**config.mk**
```make
export PLATFORM = sky130hd
export DESIGN_NAME = keypad_scanner
export DESIGN_NICKNAME = d
export VERILOG_FILES = /design/src/rtl/keypad_pkg.sv /design/src/rtl/keypad_debounce.sv /design/src/rtl/keypad_scanner.sv
export SDC_FILE = /design/constraint.sdc
export NUM_CORES = 1
export LEC_CHECK = 0
export CAP_MARGIN = 10
export CORE_MARGIN = 10
export CORE_UTILIZATION = 30
export DETAILED_ROUTE_END_ITERATION = 8
export PLACE_DENSITY = 0.51
export SKIP_CTS_REPAIR_TIMING = 1
export SYNTH_ARGS = -nofsm -noshare
export SYNTH_HDL_FRONTEND = slang
export SYNTH_SLANG_ARGS = --single-unit
```
**constraint.sdc**
```tcl
create_clock -name clk -period 4.1 [get_ports clk]
set_input_delay 1.025 -clock clk [delete_from_list [all_inputs] [get_ports clk]]
set_output_delay 1.025 -clock clk [all_outputs]
set_load 0.02 [all_outputs]
```
**src/rtl/keypad_pkg.sv**
```systemverilog
// Shared types and constants for the 4x4 keypad scanner: scan results, debounce FSM states
// and the row/column to hex legend map of the Pmod KYPD layout.
package keypad_pkg;

   localparam int NUM_COLS = 4;
   localparam int NUM_ROWS = 4;

   typedef enum logic [1:0] {
      RES_NONE  = 2'd0,
      RES_KEY   = 2'd1,
      RES_MULTI = 2'd2
   } res_kind_t;

   // code is only meaningful for RES_KEY and is kept at zero otherwise so results compare cleanly
   typedef struct packed {
      res_kind_t  kind;
      logic [3:0] code;
   } scan_res_t;

   typedef enum logic {
      ST_RELEASED = 1'b0,
      ST_PRESSED  = 1'b1
   } kp_state_t;

   localparam scan_res_t RES_IDLE = '{kind: RES_NONE, code: 4'h0};

   // indexed by {row, col}; row 0 = 1 2 3 A, row 1 = 4 5 6 B, row 2 = 7 8 9 C, row 3 = 0 F E D
   localparam logic [15:0][3:0] KEY_MAP = {
      4'hD, 4'hE, 4'hF, 4'h0,
      4'hC, 4'h9, 4'h8, 4'h7,
      4'hB, 4'h6, 4'h5, 4'h4,
      4'hA, 4'h3, 4'h2, 4'h1
   };

   function automatic logic [3:0] key_legend(input logic [1:0] row, input logic [1:0] col);
      return KEY_MAP[{row, col}];
   endfunction

endpackage

```
**src/rtl/keypad_debounce.sv**
```systemverilog
// Per-scan stability counter and press/release FSM; accepted key registered one cycle after scan_done.
// No backpressure: key_valid is a single-cycle pulse the consumer must take when it appears.
module keypad_debounce
   import keypad_pkg::*;
#(
   parameter int DEBOUNCE_SCANS = 4
) (
   input  logic       clk,
   input  logic       rst_n,
   input  logic       scan_done,
   input  scan_res_t  scan_res,
   output logic [3:0] key_code,
   output logic       key_valid,
   output logic       key_held
);

   localparam logic [3:0] CNT_MAX = 4'(DEBOUNCE_SCANS);

   kp_state_t  state_q;
   kp_state_t  state_d;
   scan_res_t  prev_res;
   logic [3:0] stab_cnt;
   logic [3:0] cnt_next;
   logic       stable;
   logic       is_key;
   logic       is_none;
   logic       load_code;

   // A MULTI result also breaks a run because it differs from any KEY or NONE result
   assign cnt_next = (scan_res == prev_res)
                   ? ((stab_cnt >= CNT_MAX) ? CNT_MAX : stab_cnt + 4'd1)
                   : 4'd1;
   assign stable   = scan_done && (cnt_next == CNT_MAX);
   assign is_key   = (scan_res.kind == RES_KEY);
   assign is_none  = (scan_res.kind == RES_NONE);

   always_ff @(posedge clk) begin
      if (!rst_n) begin
         prev_res <= RES_IDLE;
         stab_cnt <= 4'd0;
      end else if (scan_done) begin
         prev_res <= scan_res;
         stab_cnt <= cnt_next;
      end
   end

   always_ff @(posedge clk) begin
      if (!rst_n) begin
         state_q <= ST_RELEASED;
      end else begin
         state_q <= state_d;
      end
   end

   always_comb begin
      state_d = state_q;
      case (state_q)
         ST_RELEASED: if (stable && is_key)  state_d = ST_PRESSED;
         ST_PRESSED:  if (stable && is_none) state_d = ST_RELEASED;
         default:     state_d = ST_RELEASED;
      endcase
   end

   // Roll-over to a different key reloads the code; the same key held longer stays silent
   always_comb begin
      load_code = 1'b0;
      case (state_q)
         ST_RELEASED: load_code = stable && is_key;
         ST_PRESSED:  load_code = stable && is_key && (scan_res.code != key_code);
         default:     load_code = 1'b0;
      endcase
   end

   always_ff @(posedge clk) begin
      if (!rst_n) begin
         key_valid <= 1'b0;
         key_code  <= 4'h0;
      end else begin
         key_valid <= load_code;
         if (load_code) begin
            key_code <= scan_res.code;
         end
      end
   end

   assign key_held = (state_q == ST_PRESSED);

endmodule

```
**src/rtl/keypad_scanner.sv**
```systemverilog
// 4x4 keypad column scanner: synchronizes rows, strobes columns, reduces each full scan to NONE/KEY/MULTI.
// Key pulse one cycle after the column-3 sample that completes debounce; no backpressure.
module keypad_scanner
   import keypad_pkg::*;
#(
   parameter int SCAN_DIV       = 6250,
   parameter int DEBOUNCE_SCANS = 4
) (
   input  logic       clk,
   input  logic       rst_n,
   input  logic [3:0] row_in,
   output logic [3:0] col_out,
   output logic [3:0] key_code,
   output logic       key_valid,
   output logic       key_held
);

   localparam int                SLOT_W    = (SCAN_DIV > 1) ? $clog2(SCAN_DIV) : 1;
   localparam logic [SLOT_W-1:0] SLOT_LAST = SLOT_W'(SCAN_DIV - 1);
   localparam logic [1:0]        COL_LAST  = 2'(NUM_COLS - 1);

   logic [NUM_ROWS-1:0] row_meta;
   logic [NUM_ROWS-1:0] row_sync;
   logic [SLOT_W-1:0]   slot_cnt;
   logic [1:0]          col_idx;
   logic                slot_last;
   logic                scan_done;

   logic [1:0]          acc_hits;
   logic [3:0]          acc_code;
   logic [2:0]          col_hits;
   logic [1:0]          col_row;
   logic [2:0]          hit_sum;
   logic [1:0]          merged_hits;
   logic [3:0]          merged_code;
   scan_res_t           scan_res;

   always_ff @(posedge clk) begin
      if (!rst_n) begin
         row_meta <= '1;
         row_sync <= '1;
      end else begin
         row_meta <= row_in;
         row_sync <= row_meta;
      end
   end

   assign slot_last = (slot_cnt == SLOT_LAST);
   assign scan_done = slot_last && (col_idx == COL_LAST);

   // col_out is registered so the strobe moves on the cycle after the sample
   always_ff @(posedge clk) begin
      if (!rst_n) begin
         slot_cnt <= '0;
         col_idx  <= 2'd0;
         col_out  <= 4'b1110;
      end else if (slot_last) begin
         slot_cnt <= '0;
         col_idx  <= col_idx + 2'd1;
         col_out  <= ~(4'b0001 << (col_idx + 2'd1));
      end else begin
         slot_cnt <= slot_cnt + SLOT_W'(1);
      end
   end

   // Hit count saturates at 2: beyond one hit the scan is MULTI regardless of how many
   always_comb begin
      col_hits = 3'd0;
      col_row  = 2'd0;
      for (int r = NUM_ROWS - 1; r >= 0; r--) begin
         if (!row_sync[r]) begin
            col_hits = col_hits + 3'd1;
            col_row  = 2'(r);
         end
      end
      hit_sum     = 3'(acc_hits) + col_hits;
      merged_hits = (hit_sum >= 3'd2) ? 2'd2 : hit_sum[1:0];
      merged_code = (acc_hits == 2'd0 && col_hits == 3'd1) ? key_legend(col_row, col_idx) : acc_code;

      scan_res = RES_IDLE;
      if (merged_hits == 2'd1) begin
         scan_res = '{kind: RES_KEY, code: merged_code};
      end else if (merged_hits == 2'd2) begin
         scan_res.kind = RES_MULTI;
      end
   end

   always_ff @(posedge clk) begin
      if (!rst_n) begin
         acc_hits <= 2'd0;
         acc_code <= 4'h0;
      end else if (scan_done) begin
         acc_hits <= 2'd0;
         acc_code <= 4'h0;
      end else if (slot_last) begin
         acc_hits <= merged_hits;
         acc_code <= merged_code;
      end
   end

   keypad_debounce #(
      .DEBOUNCE_SCANS (DEBOUNCE_SCANS)
   ) u_debounce (
      .clk       (clk),
      .rst_n     (rst_n),
      .scan_done (scan_done),
      .scan_res  (scan_res),
      .key_code  (key_code),
      .key_valid (key_valid),
      .key_held  (key_held)
   );

endmodule

```
**Word-level counts from Yosys, hierarchy flattened**

Memory sizes are Yosys's and may differ from the RTL's.
Index checks and enable logic that the tools add are counted.

- Memories: 1
- Output and inout bits: 10
- Word-level logic and storage cells: 67
- Register bits: 49
- Input bits: 6
- Bits in latches: 0
- RAM bits: 0
- Bits in read-only memories: 64

- Mux-type cells: 20
- Divide/modulo/power cells: 0
- Bitwise gates (word level): 3
- $add $sub $neg: 7
- Order comparisons: 3
- Shifts and indexed selects: 1
- Equality and inequality tests: 9
- $mul: 0
- Reduce and logical (&&, ||, !) cells: 10

Memories:

| memory | words | bits a word | rd ports | clocked after memory_dff | wr ports | RTL line | source |
|---|---|---|---|---|---|---|---|
| (name not given) | 16 | 4 | 1 | 0 | 0 | keypad_pkg.sv:36 | `return KEY_MAP[{row, col}];` |

Operator list:

| operator | number |
|---|---|
| two-way mux 4 bit | 5 |
| two-way mux 2 bit | 7 |
| adder 13 x 1 -> 13 bit (second input constant) | 1 |
| == test 13 bit (second input constant) | 1 |
| adder 3 x 1 -> 3 bit (second input constant) | 3 |
| two-way mux 3 bit | 3 |
| == test 6 bit | 1 |
| logical AND 1 bit | 6 |
| < comparator 4 x 5 -> 1 bit (second input constant) | 1 |
| adder 4 x 1 -> 4 bit (second input constant) | 1 |
| == test 2 x 1 -> 1 bit (second input constant) | 2 |
| == test 2 bit (second input constant) | 2 |
| == test 4 x 3 -> 1 bit (second input constant) | 1 |
| greater-or-equal comparator 4 x 3 -> 1 bit (second input constant) | 1 |
| logical NOT 2 bit | 2 |
| inequality test 4 bit | 1 |
| inverter 4 bit | 1 |
| one-hot mux 1 bit (2 select lines) | 2 |
| OR reduction 2 bit | 2 |
| left shift 1 x 2 -> 4 bit (first input constant) | 1 |
| adder 2 x 3 -> 3 bit | 1 |
| == test 3 x 1 -> 1 bit (second input constant) | 1 |
| greater-or-equal comparator 3 x 2 -> 1 bit (second input constant) | 1 |
| two-way mux 1 bit | 3 |
| other kinds (2) | 3 |

**Longest topological paths before layout**

- Depth in word-level cells: 20
- Depth in mapped cells: 22
- Mapped depth without buffers: 21

**Hierarchy**

A second synthesis with hierarchy kept.

- Cell total of the unflattened synthesis: 284
- Area total of the unflattened synthesis: 2560.0 µm²

By module, submodules not included:

| module | instances | area each (µm²) | seq. area each (µm²) | cells each |
|---|---|---|---|---|
| keypad_scanner | 1 | 1784.2 | 660.6 | 202 |
| keypad_debounce | 1 | 775.7 | 320.3 | 82 |

**Worst setup path after synthesis**

OpenSTA, ideal clock, no wires.

- Kind: reg2reg
- Start: register row_sync[2]
- End: register u_debounce.key_code[1]
- Setup time: 123 ps
- Stages on the path, launching flop included: 22
- Arrival: 3967 ps
- Slack: 10 ps
- Clock period less this slack: 4090 ps
- Path buffers: 1
- Data required time: 3977 ps
- Cells stage by stage: dfxtp_1 -> inv_1 -> ha_1 -> nand2b_1 -> and2_1 -> ha_1 -> nor2b_1 -> a31oi_4 -> inv_1 -> fa_1 -> xnor2_1 -> nor2_1 -> nand2_1 -> inv_1 -> ha_1 -> buf_2 -> nand2_1 -> a221oi_1 -> a22oi_1 -> nor4_4 -> nand3_2 -> mux2i_1

RTL lines:

| what | RTL line | source |
|---|---|---|
| start: declaration | keypad_scanner.sv:23 | `logic [NUM_ROWS-1:0] row_sync;` |
| start signal: assignment | keypad_scanner.sv:44 | `row_sync <= row_meta;` |
| end signal: assignment | keypad_debounce.sv:81 | `key_code <= scan_res.code;` |
| end: declaration | keypad_debounce.sv:12 | `output logic [3:0] key_code,` |

==> results by group <==
Cells and area
  – Design area: approximately 3500 um2
  – Final Util: 0.379
  – Fin nets: around 380
  – # fillers: about 950
  – Area growth, synth to finish: 24.3%
  – Layout cell share with drive strength beyond 1: 0.215
  – Ant diodes: 0

Placed design
  – Routability congestion estimate: between 0.8 and 0.9
  – IO buf count: 15
  – Detail Placement HPWL: about 4700 um
  – DP Area: 3170 um2
  – Pre-CTS setup slack: -0.0837 ns

Power and ir drop
  – Tot Pwr: around 1.0 mW
  – Leakage Power: approximately 1.4 nW
  – Pwr dens: approximately 300 nW/um2
  – Max IR drop VDD: approximately 0.13 mV

STA
  – Final Setup Violations: 0
  – Worst Skew: roughly 0.019 ns
  – Worst-margin pin slew: between 0.6 and 0.7 ns
  – TNS Setup: 0 ns
  – Final count of pins violating max slew: 0
  – Final Hold Vio Count: 0
  – Final WS setup: roughly 0.17 ns
  – Period utilization: 0.959
  – RSZ-0062 raised after global routing: yes
  – Final min period: approximately 4 ns
  – Fmax: ~0.25 GHz
  – Relative slew slack: 0.590

Synthesis
  – Post-synth ARST share: 0
  – Sequential area share after synthesis: 0.353
  – Ys flop type: dfxtp_1
  – Number of flops mapped to enable cells by yosys: 0
  – Synth unique cells: between 60 and 70
  – Synth top area cells: dfxtp_1 35%, ha_1 7.7%, nor2_1 4.9%, nand2_1 4.7%, nand2b_1 3.4%
  – Yosys top cell area share: 0.353
  – Yosys reg bits: ~50
  – Mean post-synth cell area: approximately 9 um2
  – Yosys warning total: 0
  – Syn nets: 340
  – Area leader, netlist: dfxtp_1
  – Top-count cell post-synth: dfxtp_1
  – Netlist Area Pre-Place: 2780 um2
  – Most frequent cells after synthesis: 49 x dfxtp_1, 36 x nor2_1, 35 x nand2_1, 17 x ha_1
  – Post-Syn Instances: ~320

Worst setup path
  – CP Data Required Time: between 4 and 5 ns
  – Startpoint types: flip-flop
  – Setup crit end kind: flip-flop
  – Crit Path Class: reg2reg
  – Critical path fanouts, max: 3
  – Worst Path Arrival: 4.15 ns

Job
  – Max cap viols: 0

GRT
  – First-pass GRT wire length: around 11000 um
  – Total Routing Usage GR: 0.0980
  – Congestion Overflow GR: 0
  – Vias in the first global route: 2231
  – Initial antenna violation count: 0
  – Maximum number of pins on one net before global-route repair: 26

Status
  – Status: completed

Clocking
  – Clock transition at path regs: roughly 0.11 ns
  – Clock Latency Late Sink: ~0.31 ns
  – Clock Root Buffer: clkbuf_8
  – CTS Buf Count: 5
  – # H-tree levels: 2
  – Clock sinks: between 40 and 50
  – Clock tree buffer depth: 2
  – CTS tree: built

Route
  – Antenna viol nets, final: 0
  – First-pass iteration count of the detailed router: 4
  – Vias: between 2000 and 2500
  – DRC Markers: 0
  – Total Wirelength: 6390 um
  – Vias per Instance: between 4 and 5
  – Routed wire per std cell: 13.7 um
  – Starting DRT DRC Count: 91

Floorplan
  – DIE AREA: between 10000 and 15000 um2
  – Core Region: 9110 um2
  – Die width: roughly 120 um
  – I/O Pins: 16
  – Starting Density: 0.305
  – Die Span Y: roughly 120 um
  – # rows: 35

Min path
  – Worst min path class: reg2reg
[path summary, 6_finish.rpt]
path                    start                endpoint  slack [ns]  cells after the start
setup reg to reg  row_sync[3]  u_debounce.stab_cnt[1]        0.17                     22
hold reg to reg   row_meta[0]             row_sync[0]        0.42                      1
setup / recovery  row_sync[3]  u_debounce.stab_cnt[1]        0.17                     22
hold / removal    row_meta[0]             row_sync[0]        0.42                      1
[placed cells by master (no fill, tap or decap), types with 4 or more instances in the layout]
cell type / n
clkbuf_8: 5
nand2_1: 34
mux2i_1: 6
dfxtp_1: 47
o211ai_1: 6
buf_4: 23
a22oi_1: 4
mux2_2: 4
nor2_1: 35
nand3_1: 10
clkdlybuf4s50_1: 15
xor2_1: 9
ha_1: 12
a21oi_1: 13
o21ai_0: 7
xnor2_1: 4
inv_1: 12
and2_1: 4
nand2b_1: 14
[state kept, by name, summed over array words and instances (netlist names)]
signal / count
col_out: 4
u_debounce.key_held: 1
slot_cnt: 13
u_debounce.stab_cnt: 4
row_meta: 4
row_sync: 4
acc_hits: 2
u_debounce.prev_res: 6
u_debounce.key_valid: 1
acc_code: 4
u_debounce.key_code: 4
col_idx: 2
[critical path, stage by stage (launching register included)]
cell and delay, ns:
dfxtp_2 0.35, inv_2 0.05, ha_4 0.15, nand2b_4 0.13
and2_4 0.16, ha_4 0.22, nor2b_4 0.13, a31oi_4 0.16
inv_2 0.06, fa_2 0.36, xnor2_2 0.15, nor2_2 0.16
nand2_2 0.08, buf_4 0.13, ha_2 0.19, xor2_2 0.17
a2111oi_2 0.37, a22oi_2 0.13, buf_4 0.17, nor3_2 0.15
buf_4 0.14, nand4_1 0.08, a21oi_1 0.14
[area by class of cell]
class	instances	area [um2]	share of cell area
clock inverter	3	47.5	0.0138
tap	111	139	0.0402
clock buffer	5	68.8	0.0199
inverter	17	63.8	0.0185
sequential	49	983	0.285
multi-input combinational	240	1810	0.523
timing repair buffer	40	345	0.100
[metal layers]
metal  wire length [um]  track usage  part of all wire  vias to the layer above
li1                   -            -                 -                     1172
met1               3060        0.124              0.48                     1070
met2               3020        0.162              0.47                       22
met3                185       0.0185             0.029                        8
met4                120       0.0367             0.019                        0
met5                  0            0                 0                        -
[per-stage QoR]
| stage | hold slack (ns) | cells |
|---|---|---|
| 2_1_floorplan | 0.386 | 316 |
| 3_3_place_gp | 0.399 | 452 |
| 3_5_place_dp | 0.396 | 452 |
| 4_1_cts | 0.425 | 460 |
| 5_1_grt | 0.451 | 465 |
| 6_report | 0.419 | 465 |
[power by group]
part | total [mW] | switching, mW | internal [mW]
logic | 0.180 | 0.0919 | 0.0884
clock network | 0.366 | 0.179 | 0.186
registers | 0.487 | 0.00482 | 0.482
[kinds of logic (layout without fill, tap and decap cells)]
kind of cell    after synthesis  after routing  share of synthesized area
compound gates               55             55                      0.155
xor+xnor                     19             19                     0.0711
fa+ha+maj                    18             18                     0.0837
buf+inv                      27             65                     0.0401
flops                        49             49                      0.353
mux                          10             10                     0.0378
simple gates                138            138                      0.259
Power figures use the tool's default switching activity.
